`config.mk`:
```
export PLATFORM = sky130hd
export DESIGN_NAME = parity_enc_arbiter
export DESIGN_NICKNAME = d
export VERILOG_FILES = /design/src/rtl/parity_enc_pkg.sv /design/src/rtl/parity_encoder_7b.sv /design/src/rtl/parity_enc_arbiter.sv
export SDC_FILE = /design/constraint.sdc
export NUM_CORES = 1
export LEC_CHECK = 0
export BUFFER_PORTS_ARGS = -buffer_cell sky130_fd_sc_hd__buf_2
export CAP_MARGIN = 20
export CORE_UTILIZATION = 52
export CTS_BUF_LIST = sky130_fd_sc_hd__clkbuf_8
export CTS_CLUSTER_DIAMETER = 60
export CTS_CLUSTER_SIZE = 12
export DETAILED_ROUTE_END_ITERATION = 10
export PLACE_DENSITY = 0.79
export SYNTH_ARGS = -nofsm -noshare
export SYNTH_HDL_FRONTEND = slang
export SYNTH_SLANG_ARGS = --single-unit
```
`constraint.sdc`:
```
create_clock -name clk -period 4.8 [get_ports clk]
set_input_delay 0.72 -clock clk [delete_from_list [all_inputs] [get_ports clk]]
set_output_delay 0.72 -clock clk [all_outputs]
set_load 0.01 [all_outputs]
```
`src/rtl/parity_enc_pkg.sv`:
```
// Shared widths and parity-mode encodings for the parity encoder arbiter.
package parity_enc_pkg;
   localparam int WORD_W = 7;
   localparam int CODE_W = 8;
   localparam logic PAR_EVEN = 1'b0;
   localparam logic PAR_ODD  = 1'b1;
endpackage

```
`src/rtl/parity_encoder_7b.sv`:
```
// Combinational 7-bit parity encoder: codeword is {word, parity}, parity in bit 0.
module parity_encoder_7b
   import parity_enc_pkg::*;
(
   input  logic [WORD_W-1:0] data_in,
   input  logic              control,
   output logic [CODE_W-1:0] data_out
);

   logic parity;

   assign parity   = (control == PAR_ODD) ? ~^data_in : ^data_in;
   assign data_out = {data_in, parity};

endmodule

```
`src/rtl/parity_enc_arbiter.sv`:
```
// Round-robin arbiter sharing one parity encoder between N_REQ requesters,
// feeding a single registered valid/ready output stage.
module parity_enc_arbiter
   import parity_enc_pkg::*;
#(
   parameter int N_REQ = 4,
   parameter int ID_W  = 2,
   parameter int CNT_W = 16
) (
   input  logic                    clk,
   input  logic                    rst_n,
   input  logic [N_REQ-1:0]        req_valid,
   input  logic [WORD_W*N_REQ-1:0] req_data,
   input  logic [N_REQ-1:0]        req_odd,
   output logic [N_REQ-1:0]        req_ready,
   output logic                    out_valid,
   output logic [CODE_W-1:0]       out_data,
   output logic [ID_W-1:0]         out_src,
   input  logic                    out_ready,
   output logic [CNT_W-1:0]        words_sent
);

   logic              out_valid_q;
   logic [CODE_W-1:0] out_data_q;
   logic [ID_W-1:0]   out_src_q;
   logic [ID_W-1:0]   ptr_q;
   logic [ID_W-1:0]   ptr_d;
   logic [CNT_W-1:0]  words_q;

   logic              load_ok;
   logic [N_REQ-1:0]  grant_vec;
   logic [ID_W-1:0]   grant_idx;
   logic              grant_any;
   logic [ID_W:0]     scan_sum;
   logic [ID_W-1:0]   scan_idx;
   logic [WORD_W-1:0] mux_word;
   logic              mux_odd;
   logic [CODE_W-1:0] enc_code;

   // The output register can take a new codeword when empty or draining this cycle.
   assign load_ok = !out_valid_q || out_ready;

   always_comb begin
      grant_vec = '0;
      grant_idx = '0;
      grant_any = 1'b0;
      scan_sum  = '0;
      scan_idx  = '0;
      if (rst_n && load_ok) begin
         for (int k = 0; k < N_REQ; k++) begin
            scan_sum = {1'b0, ptr_q} + (ID_W+1)'(k);
            if (scan_sum >= (ID_W+1)'(N_REQ)) begin
               scan_sum = scan_sum - (ID_W+1)'(N_REQ);
            end
            scan_idx = scan_sum[ID_W-1:0];
            if (!grant_any && req_valid[scan_idx]) begin
               grant_any           = 1'b1;
               grant_idx           = scan_idx;
               grant_vec[scan_idx] = 1'b1;
            end
         end
      end
   end

   // Data mux is driven only by the one-hot grant, so req_data never reaches req_ready.
   always_comb begin
      mux_word = '0;
      mux_odd  = PAR_EVEN;
      for (int i = 0; i < N_REQ; i++) begin
         if (grant_vec[i]) begin
            mux_word = req_data[WORD_W*i +: WORD_W];
            mux_odd  = req_odd[i];
         end
      end
   end

   parity_encoder_7b u_enc (
      .data_in  (mux_word),
      .control  (mux_odd),
      .data_out (enc_code)
   );

   assign ptr_d = (grant_idx == ID_W'(N_REQ-1)) ? '0 : grant_idx + ID_W'(1);

   always_ff @(posedge clk or negedge rst_n) begin
      if (!rst_n) begin
         out_valid_q <= 1'b0;
         out_data_q  <= '0;
         out_src_q   <= '0;
         ptr_q       <= '0;
         words_q     <= '0;
      end else begin
         if (grant_any) begin
            out_valid_q <= 1'b1;
            out_data_q  <= enc_code;
            out_src_q   <= grant_idx;
            ptr_q       <= ptr_d;
         end else if (out_valid_q && out_ready) begin
            out_valid_q <= 1'b0;
         end
         if (out_valid_q && out_ready && (words_q != {CNT_W{1'b1}})) begin
            words_q <= words_q + CNT_W'(1);
         end
      end
   end

   assign req_ready  = grant_vec;
   assign out_valid  = out_valid_q;
   assign out_data   = out_data_q;
   assign out_src    = out_src_q;
   assign words_sent = words_q;

endmodule

```
* Word level (Yosys, flattened, before mapping)
Cells that the tools add are included.
** Word-level totals
- Word-level logic and storage cells :: 106
- Input bits :: 39
- Output and inout bits :: 31
- Register bits :: 29
** Cells by class
- Add/sub/neg operators :: 9
- Order comparisons :: 12
- Eq/ne operators :: 2
- Bitwise operators :: 3
- Mux-type cells :: 57
- Reduce and logical (&&, ||, !) cells :: 18
** Operators by type and width (count)
- 2-to-1 mux 4 bit :: 8
- 2-to-1 mux 2 bit :: 14
- 2-to-1 mux 7 bit :: 4
- 2-to-1 mux 1 bit :: 23
- adder 16 x 1 -> 16 bit, second input constant :: 1
- != test 16 bit, second input constant :: 1
- < comparator 2 x 3 -> 1 bit, second input constant :: 4
- OR 4 bit :: 3
- logical AND 1 bit :: 10
- greater-or-equal comparator 3 bit, second input constant :: 3
- binary-select mux 1 bit (select 2 bit) :: 4
- demux 1 bit (select 2 bit) :: 4
- greater-or-equal comparator 2 x 1 -> 1 bit, second input constant :: 4
- subtractor 2 x 1 -> 2 bit, second input constant :: 4
- XNOR reduction 7 bit :: 1
- XOR reduction 7 bit :: 1
- adder 2 x 2 -> 3 bit, second input constant :: 2
- zero test 1 bit :: 4
- adder 2 x 1 -> 3 bit, second input constant :: 1
- greater-or-equal comparator 2 x 3 -> 1 bit, second input constant :: 1
- adder 2 x 1 -> 2 bit, second input constant :: 1
- equality test 2 bit, second input constant :: 1
- nonzero test 2 bit :: 1
- logical OR 1 bit :: 1

* Depth between registers and ports, before layout
- Depth in word-level cells :: 26
- Mapped depth :: 14
- Mapped depth without buffers :: 12

* Cells and area by module
From an unflattened synthesis, not the netlist that was laid out.
** Second synthesis, totals
- Cells, all modules :: 227
- Area total of the unflattened synthesis :: 2223.4 sq um
** Modules (own cells, without submodules)
- parity_enc_arbiter :: sequential area each 725.7 sq um, instances 1, area an instance 2102.0 sq um, cells an instance 212
- parity_encoder_7b :: sequential area each 0.0 sq um, instances 1, area an instance 121.4 sq um, cells an instance 15

* Worst setup path after synthesis
OpenSTA, ideal clock, no wires.
- Path type :: reg2reg
- Start :: reg ptr_q[0]
- End :: reg out_data_q[0] (netlist: out_data[0])
- Data required time :: 4.669 ns
- Data arrival time :: 3.339 ns
- Stages on the path, launching flop included :: 14
- Path slack :: 1.329 ns
- Setup time :: 0.131 ns
- Clock period less this slack :: 3.471 ns
- Path buffers :: 2
- Path through :: dfrtp_1 -> buf_6 -> inv_1 -> ha_1 -> mux4_2 -> buf_6 -> nand3b_1 -> a221o_1 -> and2_4 -> o22a_1 -> a211o_1 -> a211o_1 -> o211ai_1 -> or3b_1
** On the way
- Word-level cells in the longest chain between the ends :: 25
- Elaborated cells on any way between the ends :: 83
- Those cells by class :: add/sub (7); order compare (12); mux (49); bitwise (3); reduce/logical (12)
** RTL lines
- start, declared :: RTL line parity_enc_arbiter.sv:26 : logic [ID_W-1:0] ptr_q;
- start signal, assigned :: RTL line parity_enc_arbiter.sv:97 : ptr_q <= ptr_d;
- parallel branches: the longest is 25 deep, another holds adder 2 x 1 -> 3 bit
- end signal, assigned :: RTL line parity_enc_arbiter.sv:95 : out_data_q <= enc_code;
- end, declared :: RTL line parity_enc_arbiter.sv:24 : logic [CODE_W-1:0] out_data_q;
Several ways; the timed one is not identified. The select of a mux whose other input is x is not followed.
A chain may end at the register's enable or synchronous reset.

* Worst setup path after layout
Ends and elaborated chain as after synthesis.

==> results_dict.tcl <==
set metrics [dict create \
    routabilityCongestion 0.817 \
    clock_skew_ns 0.00860 \
    status "finished clean" \
    initial_core_util 0.552 \
    dp_cells 322 \
    power_per_cell_area_mw_per_mm2 651 \
    grt_max_degree 33 \
    viasPerCell 5.84 \
    numPortBuffers 69 \
    netlist_area_mm2 0.00207 \
    required_ns 4.96 \
    synth_most_common_cell "dfrtp_1" \
    async_flop_share 1.00 \
    synth_common_cells "29 x dfrtp_1, 22 x nand2_1, 16 x xnor2_1, 14 x inv_1" \
    gr-usage-met2 0.423 \
    drt_iter0_drc 113 \
    synthMuxAreaShare 0.0587 \
    wl_um 4920 \
    power_uw 1670 \
    drive_gt1_frac 0.337 \
    setup_viol 0 \
    met1_usage 0.312 \
    intPower_uw 965 \
    grt-ovfl-total 0 \
    fin_nets 328 \
    drv_cap 0 \
    worstSkewPairLatency_ns 0.28 \
    utilization 0.687 \
    dieArea_mm2 0.00423 \
    seq_power_share 0.244 \
    nFillCells 316 \
    core_area_mm2 0.00374 \
    die_h_um 65.1 \
    ys.flop_type "dfrtp_1" \
    clkTransAtPathRegs_ns 0.07 \
    rsz0062_at_grt "false" \
    tightest_slew_ns 0.707 \
    clockBufferDepth 2 \
    finalCriticalPeriod_ns 4.15 \
    ys_types 54 \
    root_buffer "clkbuf_8" \
    grt_use_total 0.254 \
    leakage_uw 0.00126 \
    holdBufCountCts 0 \
    layout_setup_ws_ns 0.652 \
    endpoint_kind "flop" \
    worst_ep_arrival_time_ns 4.31 \
    row_count 22 \
    antenna_found_initial 0 \
    num_io_pins 70 \
    synth_edf_count 0 \
    synthXorXnorAreaFrac 0.0720 \
    syn_avg_cell_area_um2 9.90 \
    grt_use_met3 0.0669 \
    cts_setup_buffers 0 \
    p_sw_uw 709 \
    pre_cts_slack_ns 0.666 \
    synth_area_leader_cell "dfrtp_1" \
    final_cells 330 \
    ys_seq_area_frac 0.351 \
    vias 1928 \
    hold_path_class "primary input to asynchronous set/reset pin" \
    crit_type "flop to flop" \
    fin_crit_sh 0.864 \
    die_w_um 65.1 \
    synthCells 209 \
    synth_top_area_share 0.351 \
    dp_hpwl_um 3730 \
    synthTopCellsByArea "dfrtp_1 35%, xnor2_1 6.8%, ha_1 4.8%" \
    synth_compound_area_frac 0.260 \
    clkPwrFrac 0.180 \
    critPathMaxFanout 13 \
    drtAntennaViolNets 0 \
    cts.repair.resized 0 \
    yosysWarnings 0 \
    start_kind "flop" \
    p_comb_frac 0.576 \
    wire_per_inst_um 14.9 \
    ys_ff_latch 29 \
    drcViolationCount 0 \
    cts_sinks 29 \
    fmaxAchievable_ghz 0.241 \
    tns_ns 0 \
    grt_pass1_vias 1879 \
    diodes 0 \
    synth_top_family_by_area "compound AO/OA/AOI/OAI gates" \
    numCtsBuffers 5 \
    relSlewSlack 0.528 \
    synth-adder-area-share 0.0484 \
    grt_pass1_wl_um 8190 \
    p_sw_frac 0.423 \
    synth_simple_gate_area_frac 0.161 \
    drv_slew 0 \
    hold_viol 0 \
    synth.net_count 256 \
    syn2layout_area_growth_pct 24.4 \
    cts_tree "built" \
    vdd_ir_drop_max_mv 0.372 \
    drt_first_pass_iters 4 \
    grt_busiest_layer "met2" \
    htree_levels 2 \
]
power by group through the flow:
stage                     logic, uW  clock network, uW  registers [uW]
after floorplan                 729                  0             419
final                           965                301             408
after global routing           1070                317             422
after global placement          940                  0             409
after CTS                       965                306             408
after detailed placement        959                  0             410
cell families (layout without fill, tap and decap cells):
family / after synthesis / after routing
mux: 7 / 7
flops: 29 / 29
fa+ha+maj: 8 / 8
compound gates: 66 / 66
buf+inv: 21 / 94
xor+xnor: 17 / 17
simple gates: 61 / 61
sequential cells by signal, indices dropped and copies added (netlist names):
name,count
ptr_q,2
out_data,8
out_valid,1
words_sent,16
out_src,2
layer usage:
metal	part of all wire	routed length [um]
met1	0.46	2250
met2	0.49	2400
met3	0.039	192
met4	0.016	78
met5	0	0
layout make-up:
class / count / area [um^2] / area share
multi-input combinational: 159 / 1240 / 0.482
tap: 48 / 60.1 / 0.0233
clock buffer: 5 / 68.8 / 0.0268
sequential: 29 / 726 / 0.282
clock inverter: 3 / 65.1 / 0.0253
inverter: 16 / 60.1 / 0.0233
timing repair buffer: 70 / 353 / 0.137
worst max-delay path: stages (launching register included):
cell       delay, ns
dfrtp_1         0.68
inv_1           0.22
ha_1            0.41
mux4_2          0.45
nand3b_1        0.21
a221o_1         0.39
a221o_1         0.39
o2111ai_1       0.30
o211ai_1        0.19
a211oi_1        0.35
a211oi_1        0.08
or3b_1          0.35
through the flow:
stage,cell area [um^2],hold slack (ns)
after floorplan,2070,0.424
after global placement,2440,0.465
after detailed placement,2440,0.468
after CTS,2570,0.484
after global routing,2570,0.512
final,2570,0.460
cells in the final DEF, fill, tap and decap left out, types with 3 or more instances in the layout:
cell	n
buf_2	69
dfrtp_1	29
nand2_1	22
xnor2_1	16
inv_1	14
o21ai_0	8
ha_1	8
nand3_1	7
and3_1	6
nor2_1	6
clkbuf_8	5
mux4_2	4
nand4_1	4
a21boi_1	4
o22ai_1	4
o211a_1	4
o2111ai_1	4
o22a_1	4
a22o_1	4
a211oi_1	4
o211ai_1	4
a21oi_1	3
a221o_1	3
a2111oi_1	3
a211o_1	3
final timing paths:
kind / start / endpoint / slack (ns) / depth (start not counted)
max: ptr_q[0]$_DFFE_PN0P_ / out_data[0]$_DFFE_PN0P_ / 0.65 / 11
min: rst_n / words_sent[13]$_DFFE_PN0P_ / 0.46 / 1
max reg2reg: ptr_q[0]$_DFFE_PN0P_ / out_data[0]$_DFFE_PN0P_ / 0.65 / 11
min reg2reg: out_data[7]$_DFFE_PN0P_ / out_data[7]$_DFFE_PN0P_ / 0.49 / 2
max in group asynchronous: rst_n / words_sent[0]$_DFFE_PN0P_ / 3.90 / 1
min in group clk: out_data[7]$_DFFE_PN0P_ / out_data[7]$_DFFE_PN0P_ / 0.49 / 2
(Power assumes the default switching activity.)
